**src/rtl/keccak_f800_sched_pkg.sv**
```systemverilog
// keccak_f800_sched_pkg: keccak-f[800] types, constants, round function and scheduler FSM states
package keccak_f800_sched_pkg;
    localparam int KECCAK_ROUNDS = 22;
    typedef logic [24:0][31:0] keccak_state;
    typedef enum logic [1:0] {IDLE, RUN, DONE} sched_state_t;
    localparam int keccakf_rotc [24] = '{1, 3, 6, 10, 15, 21, 28, 36, 45, 55, 2, 14,
                                         27, 41, 56, 8, 25, 43, 62, 18, 39, 61, 20, 44};
    localparam int keccakf_piln [24] = '{10, 7, 11, 17, 18, 3, 5, 16, 8, 21, 24, 4,
                                         15, 23, 19, 13, 12, 2, 20, 14, 22, 9, 6, 1};
    localparam logic [31:0] keccakf_rndc [22] = '{
        32'h00000001, 32'h00008082, 32'h0000808a, 32'h80008000, 32'h0000808b, 32'h80000001,
        32'h80008081, 32'h00008009, 32'h0000008a, 32'h00000088, 32'h80008009, 32'h8000000a,
        32'h8000808b, 32'h0000008b, 32'h00008089, 32'h00008003, 32'h00008002, 32'h00000080,
        32'h0000800a, 32'h8000000a, 32'h80008081, 32'h00008080};
    function automatic logic [31:0] rotl32(input logic [31:0] x, input int n);
        int s;
        s = n % 32;
        return s == 0 ? x : (x << s) | (x >> (32 - s));
    endfunction
    function automatic keccak_state keccak_f800_round(input keccak_state s_in, input logic [4:0] r);
        keccak_state s;
        logic [4:0][31:0] bc;
        logic [31:0] t, b0;
        s = s_in;
        for (int i = 0; i < 5; i++) bc[i] = s[i] ^ s[i+5] ^ s[i+10] ^ s[i+15] ^ s[i+20];
        for (int i = 0; i < 5; i++) begin
            t = bc[(i+4)%5] ^ rotl32(bc[(i+1)%5], 1);
            for (int j = 0; j < 25; j += 5) s[j+i] ^= t;
        end
        t = s[1];
        for (int i = 0; i < 24; i++) begin
            b0 = s[keccakf_piln[i]];
            s[keccakf_piln[i]] = rotl32(t, keccakf_rotc[i]);
            t = b0;
        end
        for (int j = 0; j < 25; j += 5) begin
            for (int i = 0; i < 5; i++) bc[i] = s[j+i];
            for (int i = 0; i < 5; i++) s[j+i] ^= ~bc[(i+1)%5] & bc[(i+2)%5];
        end
        s[0] ^= keccakf_rndc[r];
        return s;
    endfunction
endpackage

```
**src/rtl/keccak_f800_sched_if.sv**
```systemverilog
// keccak_f800_sched_if: requester and response bus of the shared keccak-f[800] engine
interface keccak_f800_sched_if #(
    parameter int NUM_REQ = 2,
    parameter int ID_W = NUM_REQ > 1 ? $clog2(NUM_REQ) : 1
);
    logic [NUM_REQ-1:0] req_valid, req_ready;
    logic [NUM_REQ*256-1:0] req_header, req_digest;
    logic [NUM_REQ*64-1:0] req_nonce;
    logic resp_valid, resp_ready, busy;
    logic [ID_W-1:0] resp_id;
    logic [255:0] resp_data;
    modport master(output req_valid, req_header, req_nonce, req_digest, resp_ready,
                   input req_ready, resp_valid, resp_id, resp_data, busy);
    modport slave(input req_valid, req_header, req_nonce, req_digest, resp_ready,
                  output req_ready, resp_valid, resp_id, resp_data, busy);
endinterface

```
**src/rtl/keccak_f800_sched_arb.sv**
```systemverilog
// keccak_f800_rr_arb: one-hot grant of the first valid requester strictly after ptr, wrapping
module keccak_f800_rr_arb #(
    parameter int NUM_REQ = 2,
    parameter int ID_W = NUM_REQ > 1 ? $clog2(NUM_REQ) : 1
) (
    input  logic [NUM_REQ-1:0] valid,
    input  logic [ID_W-1:0]    ptr,
    output logic [NUM_REQ-1:0] grant,
    output logic [ID_W-1:0]    idx
);
    logic [ID_W-1:0] c;
    always_comb begin
        grant = '0;
        idx = '0;
        c = '0;
        for (int i = NUM_REQ; i >= 1; i--) begin
            c = ID_W'((int'(ptr) + i) % NUM_REQ);
            grant = valid[c] ? NUM_REQ'(1) << c : grant;
            idx = valid[c] ? c : idx;
        end
    end
endmodule

```
**src/rtl/keccak_f800_sched.sv**
```systemverilog
// keccak_f800_sched: round-robin shared iterative keccak-f[800] engine (absorb 18 words, 22 rounds, squeeze 8)
module keccak_f800_sched
    import keccak_f800_sched_pkg::*;
#(
    parameter int NUM_REQ = 2,
    parameter int ROUNDS_PER_CYCLE = 1,
    parameter int ID_W = NUM_REQ > 1 ? $clog2(NUM_REQ) : 1
) (
    input logic clk,
    input logic reset,
    keccak_f800_sched_if.slave bus
);
    localparam logic [4:0] RPC = 5'(ROUNDS_PER_CYCLE);
    sched_state_t fsm;
    logic [4:0] round;
    logic [ID_W-1:0] rr_ptr, win;
    logic [NUM_REQ-1:0] grant;
    keccak_state st, load;
    keccak_state chain [ROUNDS_PER_CYCLE+1];

    keccak_f800_rr_arb #(.NUM_REQ(NUM_REQ), .ID_W(ID_W)) u_arb (
        .valid(bus.req_valid),
        .ptr(rr_ptr),
        .grant(grant),
        .idx(win)
    );

    assign bus.req_ready = fsm == IDLE ? grant : '0;
    assign load = {224'd0, bus.req_digest[win*256 +: 256], bus.req_nonce[win*64 +: 64],
                   bus.req_header[win*256 +: 256]};
    assign chain[0] = st;

    for (genvar g = 0; g < ROUNDS_PER_CYCLE; g++) begin : g_rnd
        logic [4:0] ri;
        assign ri = round + 5'(g);
        assign chain[g+1] = keccak_f800_round(chain[g], ri < 5'(KECCAK_ROUNDS) ? ri : 5'd0);
    end

    always_ff @(posedge clk) begin
        if (reset) begin
            fsm <= IDLE;
            round <= '0;
            rr_ptr <= ID_W'(NUM_REQ - 1);
            st <= '0;
            bus.resp_valid <= 1'b0;
            bus.resp_id <= '0;
            bus.resp_data <= '0;
            bus.busy <= 1'b0;
        end else begin
            case (fsm)
                IDLE: if (|grant) begin
                    st <= load;
                    bus.resp_id <= win;
                    rr_ptr <= win;
                    round <= '0;
                    bus.busy <= 1'b1;
                    fsm <= RUN;
                end
                RUN: begin
                    st <= chain[ROUNDS_PER_CYCLE];
                    round <= round + RPC;
                    if (round + RPC == 5'(KECCAK_ROUNDS)) begin
                        bus.resp_data <= chain[ROUNDS_PER_CYCLE][7:0];
                        bus.resp_valid <= 1'b1;
                        fsm <= DONE;
                    end
                end
                DONE: if (bus.resp_ready) begin
                    bus.resp_valid <= 1'b0;
                    bus.busy <= 1'b0;
                    fsm <= IDLE;
                end
                default: fsm <= IDLE;
            endcase
        end
    end
endmodule

```
**src/flat_wrapper.sv**
```systemverilog
// flat-port wrapper written by rule: the top's interface ports become plain ports
module keccak_f800_sched_flat import keccak_f800_sched_pkg::*;
#(
    parameter int NUM_REQ = 2,
    parameter int ROUNDS_PER_CYCLE = 1,
    parameter int ID_W = NUM_REQ > 1 ? $clog2(NUM_REQ) : 1
)
  (clk, reset, bus_req_valid, bus_req_header, bus_req_nonce, bus_req_digest, bus_resp_ready, bus_req_ready, bus_resp_valid, bus_resp_id, bus_resp_data, bus_busy);
  keccak_f800_sched_if #(.NUM_REQ(NUM_REQ), .ID_W(ID_W)) bus_i ();
  input logic clk;
  input logic reset;
  input wire logic [$bits(bus_i.req_valid)-1:0] bus_req_valid;
  input wire logic [$bits(bus_i.req_header)-1:0] bus_req_header;
  input wire logic [$bits(bus_i.req_nonce)-1:0] bus_req_nonce;
  input wire logic [$bits(bus_i.req_digest)-1:0] bus_req_digest;
  input wire logic [$bits(bus_i.resp_ready)-1:0] bus_resp_ready;
  output wire logic [$bits(bus_i.req_ready)-1:0] bus_req_ready;
  output wire logic [$bits(bus_i.resp_valid)-1:0] bus_resp_valid;
  output wire logic [$bits(bus_i.resp_id)-1:0] bus_resp_id;
  output wire logic [$bits(bus_i.resp_data)-1:0] bus_resp_data;
  output wire logic [$bits(bus_i.busy)-1:0] bus_busy;
  assign bus_i.req_valid = bus_req_valid;
  assign bus_i.req_header = bus_req_header;
  assign bus_i.req_nonce = bus_req_nonce;
  assign bus_i.req_digest = bus_req_digest;
  assign bus_i.resp_ready = bus_resp_ready;
  assign bus_req_ready = bus_i.req_ready;
  assign bus_resp_valid = bus_i.resp_valid;
  assign bus_resp_id = bus_i.resp_id;
  assign bus_resp_data = bus_i.resp_data;
  assign bus_busy = bus_i.busy;
  keccak_f800_sched #(.NUM_REQ(NUM_REQ), .ROUNDS_PER_CYCLE(ROUNDS_PER_CYCLE), .ID_W(ID_W)) u_core (.clk(clk), .reset(reset), .bus(bus_i));
endmodule
```
**config.mk**
```make
export PLATFORM = sky130hd
export DESIGN_NAME = keccak_f800_sched_flat
export DESIGN_NICKNAME = d
export VERILOG_FILES = /design/src/rtl/keccak_f800_sched_pkg.sv /design/src/rtl/keccak_f800_sched_if.sv /design/src/rtl/keccak_f800_sched_arb.sv /design/src/rtl/keccak_f800_sched.sv /design/src/flat_wrapper.sv
export SDC_FILE = /design/constraint.sdc
export NUM_CORES = 2
export LEC_CHECK = 0
export CORE_AREA = 4 4 545 547
export DETAILED_ROUTE_END_ITERATION = 16
export DIE_AREA = 0 0 549 551
export GPL_TIMING_DRIVEN = 0
export PLACE_DENSITY = 0.6
export SYNTH_ARGS = -nofsm -noshare
export SYNTH_HDL_FRONTEND = slang
export SYNTH_SLANG_ARGS = --single-unit
```
**constraint.sdc**
```tcl
create_clock -name clk -period 2.72 [get_ports clk]
set_input_delay 0.408 -clock clk [delete_from_list [all_inputs] [get_ports clk]]
set_output_delay 0.408 -clock clk [all_outputs]
set_load 0.005 [all_outputs]
```
Word-level counts from Yosys, hierarchy flattened
Memory sizes are Yosys's and may differ from the RTL's. Cells that the tools add are included.

Flip-flop bits (word level): 1067. ROM bits: 1024. Bits of input ports: 1157. Output and inout bits: 261. Word-level logic and storage cells: 243. Memories kept: 1.

Add/subtract/negate cells: 3. Order comparisons: 4. Equal/unequal tests: 6. Shift-type cells: 5. Muxes and demuxes: 25. Bitwise gates (word level): 156. Reduce and logical (&&, ||, !) cells: 11.

Memories: (no name shown) (depth 32, bits a word 32, read ports 1, clocked after Yosys merged registers in 0, wr ports 0, line keccak_f800_sched_pkg.sv:40) `s[0] ^= keccakf_rndc[r];`.

Operators with widths (number): 32-bit bitwise XOR (76); 800-bit case mux with 2 select lines (1); 512-bit by 10-bit indexed part select with 256-bit output (2); 32-bit bitwise AND (25); 800-bit 2-to-1 mux (1); 32-bit inverter (25); 32-bit by 1-bit OR with 32-bit output (6); 128-bit by 8-bit indexed part select with 64-bit output (1); 32-bit 2-to-1 mux (2); 32-bit by 10-bit OR with 32-bit output (1); 32-bit by 11-bit OR with 32-bit output (1); 32-bit by 12-bit OR with 32-bit output (1); 32-bit by 13-bit OR with 32-bit output (1); 32-bit by 14-bit OR with 32-bit output (1); 32-bit by 15-bit OR with 32-bit output (1); 32-bit by 18-bit OR with 32-bit output (1); 32-bit by 2-bit OR with 32-bit output (1); 32-bit by 20-bit OR with 32-bit output (1); 32-bit by 21-bit OR with 32-bit output (1); 32-bit by 23-bit OR with 32-bit output (1); 32-bit by 24-bit OR with 32-bit output (1); 32-bit by 25-bit OR with 32-bit output (1); 32-bit by 27-bit OR with 32-bit output (1); 32-bit by 28-bit OR with 32-bit output (1); 31 further kinds (56).

Logic depth before layout (Yosys ltp)
Word-level depth: 13. Depth in mapped cells: 13. Gate-level depth less buffers: 11.

By module
Synthesis repeated with hierarchy kept, for this count alone.

Cell total of the unflattened synthesis: 7821. Area total of the unflattened synthesis: 81712.1 um^2.

Modules (own cells, without submodules): keccak_f800_sched (instances 1, cells an instance 7817, area an instance 81685.8 um^2, seq. area each 21360.5 um^2); keccak_f800_rr_arb (instances 1, cells an instance 4, area an instance 26.3 um^2, seq. area each 0.0 um^2).

Worst setup path before layout
No wires, ideal clock.

Path type: flip-flop to flip-flop. From: register u_core.round[2]. To: register u_core.st (netlist bit u_core.chain[803]). Setup time: 0.122 ns. Arrival time: 2.515 ns. Required time: 2.598 ns. Setup slack: 0.083 ns. Stages on the path, launching flop included: 12. Buffers on the path: 1. Clock period less this slack: 2.637 ns. Cell sequence: dfxtp_1 -> clkbuf_1 -> nor2_1 -> o21ai_0 -> inv_1 -> ha_1 -> mux2_2 -> nand2_1 -> o221ai_1 -> xor2_1 -> xnor2_1 -> a221o_1.

Word-level cells in the longest chain between the ends: 8.

Ends and longest elaborated chain: start, declared (line keccak_f800_sched.sv:15) `logic [4:0] round;`; start signal, assigned (line keccak_f800_sched.sv:61) `round <= round + RPC;`; 5-bit less-than comparator (line keccak_f800_sched.sv:36) `assign chain[g+1] = keccak_f800_round(chain[g], ri < 5'(KECCAK_ROUNDS) ? ri : 5'd0);`; 5-bit 2-to-1 mux * (line keccak_f800_sched.sv:36); 5-bit inverter with 6-bit output (not written as such) * (line keccak_f800_sched_pkg.sv:40); memory 32 x 32 bit *; 32-bit 2-to-1 mux (not written as such) * (2 in a row) (line keccak_f800_sched_pkg.sv:40); 32-bit bitwise XOR * (line keccak_f800_sched_pkg.sv:40); 800-bit case mux with 2 select lines * (line keccak_f800_sched.sv:50) `case (fsm)`; end signal, assigned (line keccak_f800_sched.sv:52) `st <= load;`; end signal, assigned (line keccak_f800_sched.sv:60) `st <= chain[ROUNDS_PER_CYCLE];`; end, declared (line keccak_f800_sched.sv:18) `keccak_state st, load;`.

Every way passes the cells marked *; elsewhere a longest branch is shown, timed or not. The select of a mux whose other input is x is not followed. A chain may end at the register's enable or synchronous reset.

Worst setup path in the final report
From: register u_core.st (netlist bit u_core.chain[1006]). To: register u_core.st (netlist bit u_core.chain[1341]).

Word-level cells in the longest chain between the ends: 10.

Ends and longest elaborated chain: 32-bit bitwise XOR (4 in a row) (line keccak_f800_sched_pkg.sv:25) `for (int i = 0; i < 5; i++) bc[i] = s[i] ^ s[i+5] ^ s[i+10] ^ s[i+15] ^ s[i+20];`; 32-bit bitwise XOR (line keccak_f800_sched_pkg.sv:27) `t = bc[(i+4)%5] ^ rotl32(bc[(i+1)%5], 1);`; 32-bit bitwise XOR (line keccak_f800_sched_pkg.sv:28) `for (int j = 0; j < 25; j += 5) s[j+i] ^= t;`; 32-bit by 15-bit OR with 32-bit output (line keccak_f800_sched_pkg.sv:18) `return s == 0 ? x : (x << s) | (x >> (32 - s));`; 32-bit bitwise AND (line keccak_f800_sched_pkg.sv:38) `for (int i = 0; i < 5; i++) s[j+i] ^= ~bc[(i+1)%5] & bc[(i+2)%5];`; 32-bit bitwise XOR (line keccak_f800_sched_pkg.sv:38); 800-bit case mux with 2 select lines (line keccak_f800_sched.sv:50).

Every way passes these cells.

==> results.py <==
metrics = {
    "logic_synthesis": {
        "synth_top_family_by_area": "XOR/XNOR gates",
        "ys_ff_latch": 1067,
        "synthSimpleGateAreaFrac_pct": 14.6,
        "syn_nets": 9664,
        "synth-edff-count": 0,
        "synth_cells": 8498,
        "synth_warnings": 0,
        "synth_seq_area_share_pct": 25.9,
        "muxShareOfSynthArea_pct": 0.536,
        "syn-cell-area_um2": 82400,
        "synth_cell_types": 54,
        "async_reset_ff_share_pct": 0,
        "synth-xor-area-share_pct": 41.0,
        "synth.avg_cell_area_um2": 9.70,
        "synth_compound_area_share_pct": 14.9,
        "synthFlopType": "dfxtp_1",
        "synthAdderAreaFrac_pct": 0.137,
    },
    "sta": {
        "max_clock_freq_mhz": 338,
        "clock_skew_ns": 0.0812,
        "fin_hold_ws_ns": 0.186,
        "slew_violations": 0,
        "rsz0062_at_grt": "yes",
        "finalHoldViolCount": 0,
        "tightest_slew_ns": 1.31,
        "period_share_pct": 109,
        "min_period_ns": 2.96,
        "setup_viol": 719,
        "slew_headroom_pct": 12.9,
        "worst_slack_ns": -0.235,
    },
    "worst_setup_path": {
        "ff2ff_setup_slack_ns": -0.24,
        "path_depth": 10,
        "rr_startpoint": "u_core.chain[1006]",
        "cp_common_cell": "buf_12",
        "crit_buf_inv": 4,
        "worst-setup-path-type": "flop to flop",
        "crit_path_start_kind": "flop",
        "worstSetupStartpoint": "u_core.chain[1006]",
        "critPathTopFamily": "XOR/XNOR gates",
        "cpMaxStageDelayCell": "xnor3_2",
        "max_stage_delay_ns": 0.44,
        "cp.required_ns": 3.49,
        "r2r_cells": 10,
        "r2r-end": "u_core.chain[1341]",
        "cp_cell_sequence": "buf_12 > xnor3_2 > xnor2_4 > buf_12 > xnor3_4 > buf_12 > buf_4 > nor2_1 > xor2_2 > a21oi_1",
        "cp_max_fo": 6,
        "endpoint": "u_core.chain[1341]",
        "arrival_ns": 3.72,
        "endpoint_kind": "flop",
    },
    "final_layout": {
        "final_common_cell": "nand2_1",
        "design_area_um2": 130000,
        "multi_input_comb_area_um2": 68200,
        "regArea_um2": 22400,
        "syn2layout_area_growth_pct": 58.0,
        "drive_gt1_share_pct": 31.6,
        "n_fill_cell": 28155,
        "fin_cells": 15226,
        "layout_common_cells": "1420 x nand2_1, 1415 x clkdlybuf4s50_1, 752 x a21oi_1",
        "final_nets": 12229,
    },
    "global_route": {
        "grt_max_degree": 14,
        "antenna_found_initial": 192,
        "met3_usage_pct": 27.2,
        "busiest_layer": "met2",
        "grt_overflow": 0,
        "grt.total_usage_pct": 55.8,
        "grt_use_met2_pct": 74.6,
        "grt_pass1_vias": 81042,
        "grt_pass1_wl_mm": 1040,
        "met1_usage_pct": 63.8,
    },
    "floorplanning": {
        "row_count": 199,
        "die_h_um": 551,
        "dieArea_um2": 302000,
        "ios": 1418,
        "die_w_um": 549,
        "initial_core_util_pct": 28.2,
        "core_area_um2": 293000,
    },
    "routing": {
        "remaining_drc_errors": 0,
        "ant_nets": 0,
        "drtIter0Drc": 15625,
        "firstDrtPassIters": 8,
        "drt-vias-per-instance": 6.08,
        "drt-total-wl_mm": 882,
        "wire_per_inst_um": 57.9,
        "vias": 92548,
    },
    "placement": {
        "dpl.cell_count": 13889,
        "globalplace.congestion": 1.10,
        "placed_area_um2": 103000,
        "io_buffers": 1417,
        "place_worst_setup_slack_ns": -2.38,
        "hpwl_mm": 735,
    },
    "cts": {
        "path_clk_slew_ns": 0.07,
        "cts-root-buf": "clkbuf_16",
        "hold_buffers": 0,
        "clkLatencyLatePin_ns": 0.93,
        "clockBufferDepth": 4,
        "cts_max_level": 4,
        "cts_tree": "done",
        "cts.sinks": 1067,
        "numCtsBuffers": 148,
    },
    "run": {
        "drv_cap": 0,
    },
    "outcome": {
        "status": "finished, violations left",
        "violations": "negative setup slack",
    },
    "worst_hold_path": {
        "hold_path.class": "input pin to flop",
    },
}
-- state kept, by name (all words and copies together), names as in the netlist --
name / flops
u_core.bus.resp_data: 256
u_core.chain: 800
u_core.round: 5
u_core.fsm: 2
u_core.bus.resp_valid: 1
u_core.bus.resp_id: 1
u_core.bus.busy: 1
u_core.rr_ptr: 1
-- worst min path at each step --
stage,startpoint,endpoint,slack (ns),depth (start not counted)
after global placement,u_core.rr_ptr,u_core.rr_ptr,0.45,2
after detailed placement,u_core.rr_ptr,u_core.rr_ptr,0.46,2
after global routing,bus_req_nonce[67],u_core.chain[1059],0.23,4
after floorplan,u_core.rr_ptr,u_core.rr_ptr,0.43,2
after CTS,bus_req_digest[481],u_core.chain[1345],0.14,4
final,bus_req_nonce[95],u_core.chain[1087],0.19,4
-- per-stage QoR --
step	utilization (%)	setup TNS (ns)
after floorplan	-	0
after detailed placement	35.2	-1740.27
after global placement	34.7	-3221.41
final	44.5	-38.38
after global routing	44.4	-3.54
after CTS	43.2	-3.26
-- synth_stat cells (all sizes together), types with 2 or more instances --
cell type,instances,share of area (%)
clkbuf,498,2.3
dfxtp,1067,26
nor2b,127,0.97
nor3,14,0.085
a221o,91,1.1
nand2b,404,3.1
nor3b,23,0.21
nand3,11,0.067
or2,2,0.015
and2,2,0.015
o22ai,123,0.93
o21ai,241,1.5
nor2,763,3.5
a31oi,2,0.015
and3,2,0.015
mux2i,43,0.52
nor4,10,0.076
or3,2,0.015
a311o,329,4.0
xor2,168,1.8
xnor2,944,13
o31ai,24,0.22
a211oi,187,1.7
inv,98,0.45
nand2,1448,6.6
a21oi,797,4.8
buf,28,0.13
xnor3,878,24
o21a,58,0.53
ha,9,0.14
xor3,88,2.5
nand3b,3,0.027
a211o,2,0.021
-- logic make-up (layout without fill, tap and decap cells) --
group | after synthesis | count (layout)
and+or+nand+nor | 2812 | 2812
xor gates and xnor gates | 2078 | 2078
AOI/OAI and AO/OA | 1864 | 1864
DFF | 1067 | 1067
buffers and inverters | 624 | 3300
muxes | 44 | 44
adders and majority gates | 9 | 9
other | 0 | 133
-- area by class of cell --
cell class | instances | share of cell area [%]
Antenna cell | 133 | 0.256
Buffer | 520 | 2.11
Clock buffer | 208 | 3.27
Clock inverter | 53 | 0.533
Inverter | 98 | 0.284
Multi-Input combinational cell | 6807 | 52.4
Sequential cell | 1067 | 17.2
Tap cell | 3919 | 3.77
Timing Repair Buffer | 2421 | 20.2
-- what timing repair did --
| item | in CTS | in global routing |
|---|---|---|
| endpoints found under the setup margin | 1068 | 754 |
| pin swaps | 500 | 280 |
| resized for setup | 2495 | 618 |
| cloned | 0 | 1 |
| buffers inserted | 800 | 157 |
-- worst register-to-register path, stage by stage, from the launching register on --
cell and delay (ns):
dfxtp_4 0.35, buf_12 0.15, xnor3_2 0.50, xnor2_4 0.15, buf_12 0.17, xnor3_4 0.44
buf_12 0.18, buf_4 0.29, nor2_1 0.17, xor2_2 0.31, a21oi_1 0.11
-- metal layers --
layer / vias up / wire [um]
met5: - / 795
met4: 44 / 104000
met3: 2371 / 126000
met2: 8607 / 338000
met1: 46807 / 313000
li1: 34719 / -
Power is not shown: default switching activity piles up to over one toggle a cycle in this logic, so the estimate is an artifact.
